## src/rtl/m2_bram_arbiter.sv

```systemverilog
// Round-robin arbiter for three requesters sharing the M2 BRAM port.
// Define M2_ARB_BURST_LIMIT_EN to force a yield after 16 back-to-back transfers.
module m2_bram_arbiter (
  input  logic         clk,
  input  logic         rst_n,
  input  logic [2:0]   req,
  input  logic [2:0]   we,
  input  logic [7:0]   addr0,
  input  logic [7:0]   addr1,
  input  logic [7:0]   addr2,
  input  logic [127:0] wdata0,
  input  logic [127:0] wdata1,
  input  logic [127:0] wdata2,
  output logic [2:0]   gnt,
  output logic [2:0]   rvalid,
  output logic         M2_WEN,
  output logic [7:0]   M2_WAd,
  output logic [127:0] M2_WData,
  output logic [2:0]   M2_RAd
);

  typedef enum logic [1:0] {
    OWN_0    = 2'd0,
    OWN_1    = 2'd1,
    OWN_2    = 2'd2,
    OWN_NONE = 2'd3
  } owner_t;

  owner_t       owner, owner_nxt, last_owner;
  logic [2:0]   acc;
  logic         acc_any;
  logic         yield;
  logic         sel_we;
  logic [7:0]   sel_addr;
  logic [127:0] sel_wdata;
  logic [2:0]   rd_pend;

  // First requester found after 'from' in 0->1->2->0 order; 'from' itself is last.
  function automatic owner_t rr_pick(input owner_t from, input logic [2:0] r);
    owner_t     pick;
    logic [1:0] idx;
    pick = OWN_NONE;
    for (int unsigned k = 3; k >= 1; k--) begin
      idx = 2'((32'(from) + k) % 3);
      if (r[idx]) pick = owner_t'(idx);
    end
    return pick;
  endfunction

  function automatic logic [2:0] onehot(input owner_t o);
    logic [2:0] v;
    v = '0;
    case (o)
      OWN_0:   v = 3'b001;
      OWN_1:   v = 3'b010;
      OWN_2:   v = 3'b100;
      default: v = '0;
    endcase
    return v;
  endfunction

  // gnt always mirrors owner, so req & gnt is exactly "owner is requesting".
  assign acc     = req & gnt;
  assign acc_any = |acc;

  always_comb begin
    sel_we    = 1'b0;
    sel_addr  = '0;
    sel_wdata = '0;
    case (owner)
      OWN_0:   begin sel_we = we[0]; sel_addr = addr0; sel_wdata = wdata0; end
      OWN_1:   begin sel_we = we[1]; sel_addr = addr1; sel_wdata = wdata1; end
      OWN_2:   begin sel_we = we[2]; sel_addr = addr2; sel_wdata = wdata2; end
      default: begin sel_we = 1'b0;  sel_addr = '0;    sel_wdata = '0;     end
    endcase
  end

`ifdef M2_ARB_BURST_LIMIT_EN
  logic [3:0] burst_cnt;

  // Yield parks the grant at none for one cycle so the handover idles M2 like a normal drop.
  assign yield = acc_any && (burst_cnt == 4'hF) && |(req & ~gnt);

  always_ff @(posedge clk or negedge rst_n) begin
    if (!rst_n)                  burst_cnt <= '0;
    else if (owner_nxt != owner) burst_cnt <= '0;
    else if (acc_any)            burst_cnt <= burst_cnt + 4'd1;
  end
`else
  assign yield = 1'b0;
`endif

  always_comb begin
    owner_nxt = owner;
    if (yield)         owner_nxt = OWN_NONE;
    else if (!acc_any) owner_nxt = rr_pick(last_owner, req);
  end

  always_ff @(posedge clk or negedge rst_n) begin
    if (!rst_n) begin
      owner      <= OWN_NONE;
      last_owner <= OWN_2;
      gnt        <= '0;
      rd_pend    <= '0;
      rvalid     <= '0;
      M2_WEN     <= 1'b0;
      M2_WAd     <= '0;
      M2_WData   <= '0;
      M2_RAd     <= '0;
    end else begin
      owner <= owner_nxt;
      if (owner_nxt != OWN_NONE) last_owner <= owner_nxt;
      gnt     <= onehot(owner_nxt);
      rd_pend <= acc & ~we;
      rvalid  <= rd_pend;
      M2_WEN   <= acc_any & sel_we;
      M2_WAd   <= (acc_any && sel_we)  ? sel_addr      : '0;
      M2_WData <= (acc_any && sel_we)  ? sel_wdata     : '0;
      M2_RAd   <= (acc_any && !sel_we) ? sel_addr[2:0] : '0;
    end
  end

endmodule

```

## config.mk

```make
export PLATFORM = sky130hd
export DESIGN_NAME = m2_bram_arbiter
export DESIGN_NICKNAME = d
export VERILOG_FILES = /design/src/rtl/m2_bram_arbiter.sv
export SDC_FILE = /design/constraint.sdc
export NUM_CORES = 1
export LEC_CHECK = 0
export ABC_AREA = 0
export BUFFER_PORTS_ARGS = -buffer_cell sky130_fd_sc_hd__buf_4
export CAP_MARGIN = 5
export CORE_AREA = 5 5 216 218
export CTS_BUF_LIST = sky130_fd_sc_hd__clkbuf_8
export DETAILED_ROUTE_END_ITERATION = 10
export DIE_AREA = 0 0 221 223
export PLACE_DENSITY = 0.4
export SLEW_MARGIN = 25
export SYNTH_ARGS = -nofsm -noshare
export SYNTH_HDL_FRONTEND = slang
export SYNTH_SLANG_ARGS = --single-unit
```

## constraint.sdc

```tcl
create_clock -name clk -period 6.4 [get_ports clk]
set_input_delay 0.64 -clock clk [delete_from_list [all_inputs] [get_ports clk]]
set_output_delay 0.64 -clock clk [all_outputs]
set_load 0.03 [all_outputs]
```

==> results of run 1 <==
==> stage by stage <==
stage,setup slack (ps),hold WS [ps]
floorplan,4200,331
global placement,3150,339
detailed placement,3120,335
CTS,3120,224
global route,2970,246
finish,3270,306
==> kinds of logic (layout without fill, tap and decap cells) <==
group,after synthesis,after routing,synth area share [%]
AO/OA/AOI/OAI,155,155,10.9
multiplexers,143,143,19.0
adder cells (fa/ha/maj),4,4,0.655
AND/OR/NAND/NOR,302,302,15.3
flip-flops,153,153,50.2
buffers and inverters,71,611,3.96
==> per-layer routing <==
layer	vias up	global-route usage (%)	routed length, um
met5	-	0	12
met4	2	4.06	648
met3	26	5.30	2980
met2	360	25.2	18300
met1	3597	15.2	13400
li1	3820	-	-
==> sequential cells by signal, summed over array words and instances (netlist names) <==
signal      count
M2_RAd          3
owner           2
rd_pend         3
last_owner      2
M2_WData      128
gnt             3
rvalid          3
M2_WAd          8
M2_WEN          1
==> synthesized netlist by cell type <==
| cell type | instances | share of area, % |
|---|---|---|
| a222oi_1 | 1 | 0.13 |
| dfstp_2 | 3 | 1.0 |
| mux2i_1 | 138 | 18 |
| mux2_1 | 1 | 0.15 |
| mux2_2 | 3 | 0.44 |
| or4_4 | 1 | 0.15 |
| nor2_1 | 284 | 14 |
| o22ai_1 | 2 | 0.16 |
| and2_2 | 1 | 0.098 |
| inv_1 | 7 | 0.34 |
| o221a_1 | 1 | 0.15 |
| nor3_1 | 1 | 0.065 |
| a32o_1 | 1 | 0.13 |
| nor2b_1 | 4 | 0.33 |
| o22a_1 | 1 | 0.11 |
| nand3_1 | 1 | 0.065 |
| a221o_1 | 1 | 0.13 |
| dfrtp_1 | 150 | 49 |
| ha_1 | 4 | 0.66 |
| or3b_2 | 1 | 0.11 |
| a2111oi_1 | 1 | 0.13 |
| and3_1 | 1 | 0.082 |
| a21oi_1 | 138 | 9.0 |
| a22o_1 | 1 | 0.11 |
| mux2i_4 | 1 | 0.29 |
| buf_1 | 3 | 0.15 |
| o21ai_0 | 1 | 0.065 |
| buf_2 | 23 | 1.5 |
| clkbuf_1 | 37 | 1.8 |
| nand2b_1 | 1 | 0.082 |
| nand2_1 | 6 | 0.29 |
| o221a_2 | 1 | 0.15 |
| buf_6 | 1 | 0.15 |
| a211oi_1 | 2 | 0.20 |
| or2_2 | 1 | 0.082 |
| a21o_1 | 2 | 0.20 |
| o31ai_1 | 2 | 0.20 |
==> final cells by class <==
class	instances	area, um2	share of cell area, %
tap	600	751	5.87
clock inverter	14	109	0.851
inverter	7	26.3	0.205
timing repair buffer	572	4300	33.6
multi-input combinational	604	3520	27.5
sequential	153	3840	30.0
clock buffer	18	248	1.94
==> critical path, delay by kind of cell (launching register included) <==
kind | cells | cell delay, ps
AO/OA/AOI/OAI | 1 | 630
buffers and inverters | 2 | 910
flip-flops | 1 | 1060
AND/OR/NAND/NOR | 3 | 340
==> power by group through the flow <==
| stage | clock, mW | combinational, mW | sequential, mW |
|---|---|---|---|
| finish | 0.699 | 2.65 | 1.33 |
| global route | 0.780 | 2.91 | 1.36 |
| CTS | 0.746 | 2.71 | 1.33 |
| detailed placement | 0 | 2.70 | 1.35 |
| global placement | 0 | 2.71 | 1.35 |
| floorplan | 0 | 1.48 | 1.61 |
==> path summary, 6_finish.rpt <==
check,from,endpoint
max,owner[1],M2_WData[3]
min,we[0],rd_pend[0]
max reg2reg,owner[1],M2_WData[3]
min reg2reg,rd_pend[2],rvalid[2]
max in group asynchronous,rst_n,M2_WData[30]
min in group asynchronous,rst_n,M2_WData[107]
==> metrics, run 1 <==
status finished clean; Hold Vio Cnt, Final 0; hpwl dp ~28000 um; endpoints failing setup 0; Max-cap violations 0; clock-pin slew on the worst setup and hold paths 80 ps; IO Pins about 560; number of diodes 0; first-pass GRT wire length 52900 um; max_slew headroom about a third; Starting Density approximately 17%; Switching Fraction a little under half; Leak 6.79 nW; Critical Path Sink Type register; register share of total power between 20% and 30%; DR pass1 iterations 4; Psw ~2.1 mW; CP Cell Sequence nor2b_4 > buf_4 > nand2_1 > a21o_4 > buf_4 > nor2_1; sequential area share after synthesis around 50%; Setup Skew 11.1 ps; Crit Path Class reg -> reg; CTS buffer count 17; row cnt 78; Port Buf Inserts ~560; Placed Cells a little under 2000; Clock Latency Late Sink about 480 ps; FF+latch count, synth 153; Mapped Area between 7000 and 8000 um2; All-Layer GR Usage 13.9%; yosys warns 0; dpl cell area 12400 um2; RSZ-0062 raised after global routing no; initial antenna violation count 1; CTS root buf clkbuf_8; most frequent CP cell buf_4; wirelength, routed ~35000 um; vias per std cell between 3 and 4; Core ar. 44700 um2; Max H-tree Level 4; min cycle time layout about 3100 ps; die width between 200 and 250 um; reg2reg path depth 6; Min-Delay Path Class in -> reg; commonest non-fill, non-tap cell in the layout buf_4; Post-Layout Cell Count about 2000; Area Overhead vs Synth 67.5%; Final Util between 20% and 30%; antenna-violating nets left 0; Clk network pwr share approximately 15%; Worst path max stage delay 1060 ps; Post-CTS Setup Repair Bufs 0; Pint between 2 and 3 mW; VDD IR-drop max between 0.1 and 0.15 mV; mean post-synth cell area 9.22 um2; Die H between 200 and 250 um; Fmax around 320 MHz; R2R Setup Slk 3270 ps; layout cells sized above 1 a little under half; net count after synthesis roughly 1200; Die ar. about 49000 um2; Worst EP arrival about 3500 ps; CTS Sinks 153; pwr dens between 300 and 400 nW/um2; CTS tree done; wire length per cell approximately 18 um; Synth Instances slightly above 800; crit start category register; Power Total between 4 and 5 mW; Critical Path RT 6740 ps; Finished Cell Area approximately 13000 um2; post-layout net count 1775; Slew @ Worst Pin just under 1000 ps; pin count of the biggest net entering global routing 84; grt total ovfl 0; Comb power frac a little under three fifths; Final GP Congestion 0.828; Longest Clk Path Bufs 2; worst hold path depth 2; Slew Viols, Final 0; Setup TNS 0 ps; Cell variety after synth 37; vias just under 8000; cts repair resizes 0; DRC 0; leading cell types in the layout, fill and taps excluded 570 x buf_4, 284 x nor2_1, 150 x dfrtp_1; CTS Hold Bufs 1; drt first-iter violations ~290; fin crit share 48.9%; crit-path max FO 67; fillers between 4000 and 5000; Crit-path slowest cell dfstp_4; vias in the first global route 8519
Note: power is estimated with default switching activity, not from simulation.
==> inputs of run 2 (changes only) <==
--- a/config.mk
+++ b/config.mk
@@ -8,10 +8,10 @@
 export ABC_AREA = 0
 export BUFFER_PORTS_ARGS = -buffer_cell sky130_fd_sc_hd__buf_4
 export CAP_MARGIN = 5
-export CORE_AREA = 5 5 216 218
+export CORE_AREA = 5 5 217 219
 export CTS_BUF_LIST = sky130_fd_sc_hd__clkbuf_8
 export DETAILED_ROUTE_END_ITERATION = 10
-export DIE_AREA = 0 0 221 223
+export DIE_AREA = 0 0 222 224
 export PLACE_DENSITY = 0.4
 export SLEW_MARGIN = 25
 export SYNTH_ARGS = -nofsm -noshare
==> constraint.sdc (replaced) <==
create_clock -name clk -period 3.1 [get_ports clk]
set_input_delay 0.31 -clock clk [delete_from_list [all_inputs] [get_ports clk]]
set_output_delay 0.31 -clock clk [all_outputs]
set_load 0.03 [all_outputs]
==> metrics, run 2 (synthesized netlist as in run 1, its figures left out) <==
Leak about 7.3 nW; Comb power frac ~58%; max_slew headroom ~58%; antenna-violating nets left 0; initial antenna violation count 2; status finished clean; IO Pins 562; CTS tree done; Final Util roughly 31%; VDD IR-drop max 0.543 mV; reg2reg path depth 7; drt first-iter violations between 200 and 300; FF-to-FF End last_owner[0]; hpwl dp about 27000 um; Die H between 200 and 250 um; Hold Vio Cnt, Final 0; Die ar. around 50000 um2; Area Overhead vs Synth 82.0%; Max H-tree Level 4; clock-pin slew on the worst setup and hold paths 80 ps; post-layout net count 1869; R2R Setup Slk about 570 ps; crit start category register; WL met3 2950 um; CP Cell Sequence inv_1 > ha_1 > mux2_1 > a222oi_1 > nor2_1 > a21o_1 > o221a_1; Psw about 4.5 mW; DRC 0; Pint around 5.7 mW; Setup TNS 0 ps; first-pass GRT wire length ~53000 um; Fmax 395 MHz; pin count of the biggest net entering global routing 120; wire length per cell around 17 um; vias in the first global route 8889; pwr dens roughly 730 nW/um2; endpoints failing setup 0; Critical Path Sink Type register; number of flip-flops in the largest register roughly 130; Post-Layout Cell Count 2063; Clock Latency Late Sink 490 ps; Slew Viols, Final 0; Min-Delay Path Class in -> reg; Min Hold Slack 75.6 ps; leading cell types in the layout, fill and taps excluded 563 x buf_4, 284 x nor2_1, 150 x dfrtp_1; layout cells sized above 1 between 40% and 50%; grt total ovfl 0; worst hold path depth 3; Most flops, register M2_WData; Switching Fraction between 40 and 50%; crit-path max FO 10; CTS Sinks roughly 150; Slew @ Worst Pin 633 ps; fin crit share roughly four fifths; row cnt slightly below 80; uppermost layer routed met4; Starting Density ~17%; die width about 220 um; CTS buffer count 17; Placed Cells slightly below 2000; DR pass1 iterations 6; CP Buf/Inv Count 1; vias ~8300; met2 wire len 17800 um; RSZ-0062 raised after global routing no; Largest regs M2_WData (128), M2_WAd (8); Final GP Congestion just over 0.8; Worst EP arrival a little under 3000 ps; wirelength, routed approximately 36000 um; CP startpoint last_owner[0]; critical path's top delay family compound AO/OA/AOI/OAI gates; Hold EP M2_WData[15]; Setup Skew 15.2 ps; commonest non-fill, non-tap cell in the layout buf_4; Worst path max stage delay 510 ps; Port Buf Inserts between 500 and 600; CTS root buf clkbuf_8; met1 WL roughly 14000 um; Max-cap violations 0; vias per std cell around 4.0; register share of total power between 20% and 30%; Critical Path RT between 3000 and 4000 ps; All-Layer GR Usage a little over an eighth; Crit Path Class reg -> reg; min cycle time layout roughly 2500 ps; Longest Clk Path Bufs 2; Clk network pwr share approximately 17%; reg2reg start last_owner[0]; Power Total a little over 10 mW; Crit-path slowest cell ha_1; Core ar. between 40000 and 50000 um2; hold_sp wdata1[15]
## run 2: changes by cell type in the layout (fill, tap and decap cells not counted), moves of 5 or more
| cell | previous run | this run |
|---|---|---|
| dlygate4sd3_1 | 1 | 95 |
| buf_12 | 0 | 7 |
| buf_4 | 570 | 563 |
| clkbuf_8 | 18 | 23 |
| clkinv_2 | 7 | 0 |
## run 2: worst min-delay path: stages
cell     delay [ps]
buf_4            80
a21oi_1          50
nor2_1           80
## run 2: metrics by stage
step,instance area [um2],setup slack [ps]
after floorplan,7640,898
after global placement,12500,640
after detailed placement,12500,563
after CTS,13900,559
after global routing,13900,337
final,13900,571
## run 2: timing repair
action	CTS	global route
endpoints found under the hold margin	137	0
setup buffers	0	0
resized for setup	0	0
hold buffers	95	0
## run 2: worst max-delay path by stage
stage | depth (start not counted) | endpoint | slack, ps
after floorplan | 7 | last_owner[0] | 900
after global placement | 7 | last_owner[0] | 640
after detailed placement | 7 | last_owner[0] | 560
after CTS | 7 | last_owner[0] | 560
after global routing | 7 | last_owner[0] | 340
final | 7 | last_owner[0] | 570
## run 2: layer usage
metal	up-vias	track usage, %
li1	4010	-
met5	-	0
met3	46	5.14
met4	0	6.03
met1	3825	15.1
met2	373	23.8
## run 2: area by class of cell
cell class	instances	area, um2
antenna	2	5.00
clock buffer	23	317
clock inverter	8	118
fill	4872	31000
inverter	7	26.3
multi-input combinational	604	3520
sequential	153	3840
tap	600	751
timing repair buffer	666	5330
## run 2: power groups by stage
stage	Clock, mW	Sequential [mW]	Combinational, mW
2_1_floorplan	0	3.32	3.06
3_3_place_gp	0	2.61	5.83
3_5_place_dp	0	2.62	5.84
4_1_cts	1.83	2.58	5.95
5_1_grt	1.89	2.62	6.38
6_report	1.72	2.57	5.83
==> inputs of run 3 (changes only) <==
--- a/config.mk
+++ b/config.mk
@@ -5,13 +5,13 @@
 export SDC_FILE = /design/constraint.sdc
 export NUM_CORES = 1
 export LEC_CHECK = 0
-export ABC_AREA = 0
+export ABC_AREA = 1
 export BUFFER_PORTS_ARGS = -buffer_cell sky130_fd_sc_hd__buf_4
 export CAP_MARGIN = 5
-export CORE_AREA = 5 5 217 219
+export CORE_AREA = 5 5 214 216
 export CTS_BUF_LIST = sky130_fd_sc_hd__clkbuf_8
 export DETAILED_ROUTE_END_ITERATION = 10
-export DIE_AREA = 0 0 222 224
+export DIE_AREA = 0 0 219 221
 export PLACE_DENSITY = 0.4
 export SLEW_MARGIN = 25
 export SYNTH_ARGS = -nofsm -noshare
==> constraint.sdc (replaced) <==
create_clock -name clk -period 2.2 [get_ports clk]
set_input_delay 0.22 -clock clk [delete_from_list [all_inputs] [get_ports clk]]
set_output_delay 0.22 -clock clk [all_outputs]
set_load 0.03 [all_outputs]
==> metrics, run 3 <==
Starting Density 16.0%; post-layout net count around 2200; Final GP Congestion between 0.8 and 0.9; clock-pin slew on the worst setup and hold paths approximately 80 ps; pin count of the biggest net entering global routing between 80 and 90; worst hold path depth 3; Critical Path Sink Type register; commonest non-fill, non-tap cell in the layout buf_4; leading cell types in the layout, fill and taps excluded 584 x buf_4, 417 x nand2_1, 370 x dlygate4sd3_1; Slew Viols, Final 0; grt total ovfl 0; vias per std cell about 4.1; fin crit share 97.1%; Largest regs M2_WData (128), M2_WAd (8); Min-Delay Path Class in -> reg; Finished Cell Area 16200 um2; WP depth 6; top-count cell post-synth nand2_1; Core ar. 43700 um2; yosys warns 0; Max-cap violations 0; pwr dens between 800 and 900 nW/um2; initial antenna violation count 6; post-synth top area share between 50% and 60%; CTS Sinks approximately 150; wire length per cell ~18 um; dpl cell area 11900 um2; wirelength, routed 42700 um; CTS tree done; vias in the first global route 10709; net count after synthesis 1251; number of flip-flops in the largest register 128; CTS root buf clkbuf_8; sequential area share after synthesis about 55%; endpoints failing setup 0; first-pass GRT wire length ~62000 um; DR pass1 iterations 7; Leak approximately 7.9 nW; Setup Skew about 17 ps; max_slew headroom around 60%; Die ar. roughly 48000 um2; DRC 0; layout cells sized above 1 ~36%; Cell variety after synth 22; fraction of registers with async set/reset 100%; Mapped Area ~7000 um2; VDD IR-drop max between 0.4 and 0.5 mV; Synth Flop Type dfrtp_1; Power Total around 14 mW; mean post-synth cell area 8.40 um2; Synth Instances between 800 and 900; Most flops, register M2_WData; Hold Vio Cnt, Final 0; Area Overhead vs Synth 132%; vias ~10000; Worst path max stage delay 610 ps; Crit Path Class reg -> reg; Post-Layout Cell Count 2366; Longest Clk Path Bufs 2; crit start category register; crit-path max FO 28; min cycle time layout between 2000 and 2500 ps; reg2reg start owner[1]; drt first-iter violations approximately 520; Fmax around 470 MHz; critical path's top delay family buffers and inverters; die width ~220 um; CP startpoint owner[1]; IO Pins approximately 560; CP Buf/Inv Count 2; Max H-tree Level 4; Crit-path slowest cell dfstp_2; Die H 221 um; min setup slack post-route roughly 63 ps; hold_sp wdata2[45]; EDFF count, synth 0; Port Buf Inserts 561; status finished clean; hpwl dp just under 30000 um; Clock Latency Late Sink roughly 500 ps; post-place setup slack 342 ps; commonest cells in the synthesized netlist 419 x nand2_1, 150 x dfrtp_1, 124 x a31oi_1; row cnt between 70 and 80; CP Cell Sequence nand2_2 > o211ai_2 > nand2_4 > buf_16 > a31oi_2 > dlygate4sd3_1; antenna-violating nets left 0; All-Layer GR Usage 16.4%; Area contributors post-synth dfrtp_1 54%, nand2_1 23%, a31oi_1 11%; Synth area leader dfrtp_1; Critical Path RT between 2000 and 3000 ps; Placed Cells 1955; FF+latch count, synth ~150; reg2reg path depth 6; Slew @ Worst Pin around 600 ps; Worst EP arrival 2570 ps; CTS buffer count 17
==> run 3: changes by cell type after synthesis, sizes merged, moves of 15 or more <==
cell / previous run / this run
nand2: 6 / 419
nor2: 284 / 11
mux2i: 139 / 0
a31oi: 0 / 124
a21oi: 138 / 16
clkbuf: 37 / 17
buf: 27 / 42
==> run 3: per-layer routing <==
| layer | share of wire [%] | vias up | GRT usage, % |
|---|---|---|---|
| met5 | 0.033 | - | 0 |
| met4 | 3.2 | 2 | 5.85 |
| met3 | 8.0 | 83 | 5.71 |
| met2 | 50 | 420 | 28.8 |
| met1 | 39 | 4652 | 18.3 |
| li1 | - | 4603 | - |
==> run 3: through the flow <==
step           TNS (ps)  hold WS, ps  util (%)
6_report              0         65.1      37.0
5_1_grt           -6.42         45.2      37.0
4_1_cts               0         5.14      36.7
3_5_place_dp          0          247      27.3
3_3_place_gp          0          241      27.3
2_1_floorplan         0        -75.6         -
==> run 3: cell type report <==
class                           count  area, um2
Fill cell                        4455      27500
Timing Repair Buffer              969       8400
Sequential cell                   153       3830
Multi-Input combinational cell    602       2750
Tap cell                          592        741
Clock buffer                       20        275
Clock inverter                      9        125
Inverter                           17       68.8
Antenna cell                        4       10.0
==> run 3: report_power, final <==
group	switching, mW	internal (mW)
registers	0.241	3.36
clock network	1.12	1.18
logic	4.83	3.03
==> run 3: cell families (layout without fill, tap and decap cells) <==
kind of cell	count (synthesis)	count (layout)	share of synthesized area [%]
AND/OR/NAND/NOR	443	443	24.3
AO/OA/AOI/OAI	155	155	14.0
other	0	4	0
adder cells (fa/ha/maj)	4	4	0.717
buffers and inverters	76	1015	6.10
flip-flops	153	153	54.9
==> run 3: tightest hold or removal path: cells and delay by family <==
kind | cells | cell delay [ps]
AO/OA/AOI/OAI | 1 | 90
buffers and inverters | 1 | 110
AND/OR/NAND/NOR | 1 | 100
==> run 3: what timing repair did <==
action	in CTS	in global routing
endpoints found under the hold margin	187	0
hold buffers	370	0
gates resized for setup	0	9
endpoints found under the setup margin	0	21
buffers inserted	0	4
==> run 3: final timing paths <==
check                      slack, ps            end
setup / recovery                  60   M2_WData[77]
hold / removal                    70   M2_WData[45]
setup reg to reg                  60   M2_WData[77]
hold reg to reg                  350      rvalid[1]
max in group asynchronous       1220  M2_WData[107]
min in group asynchronous        250   M2_WData[91]
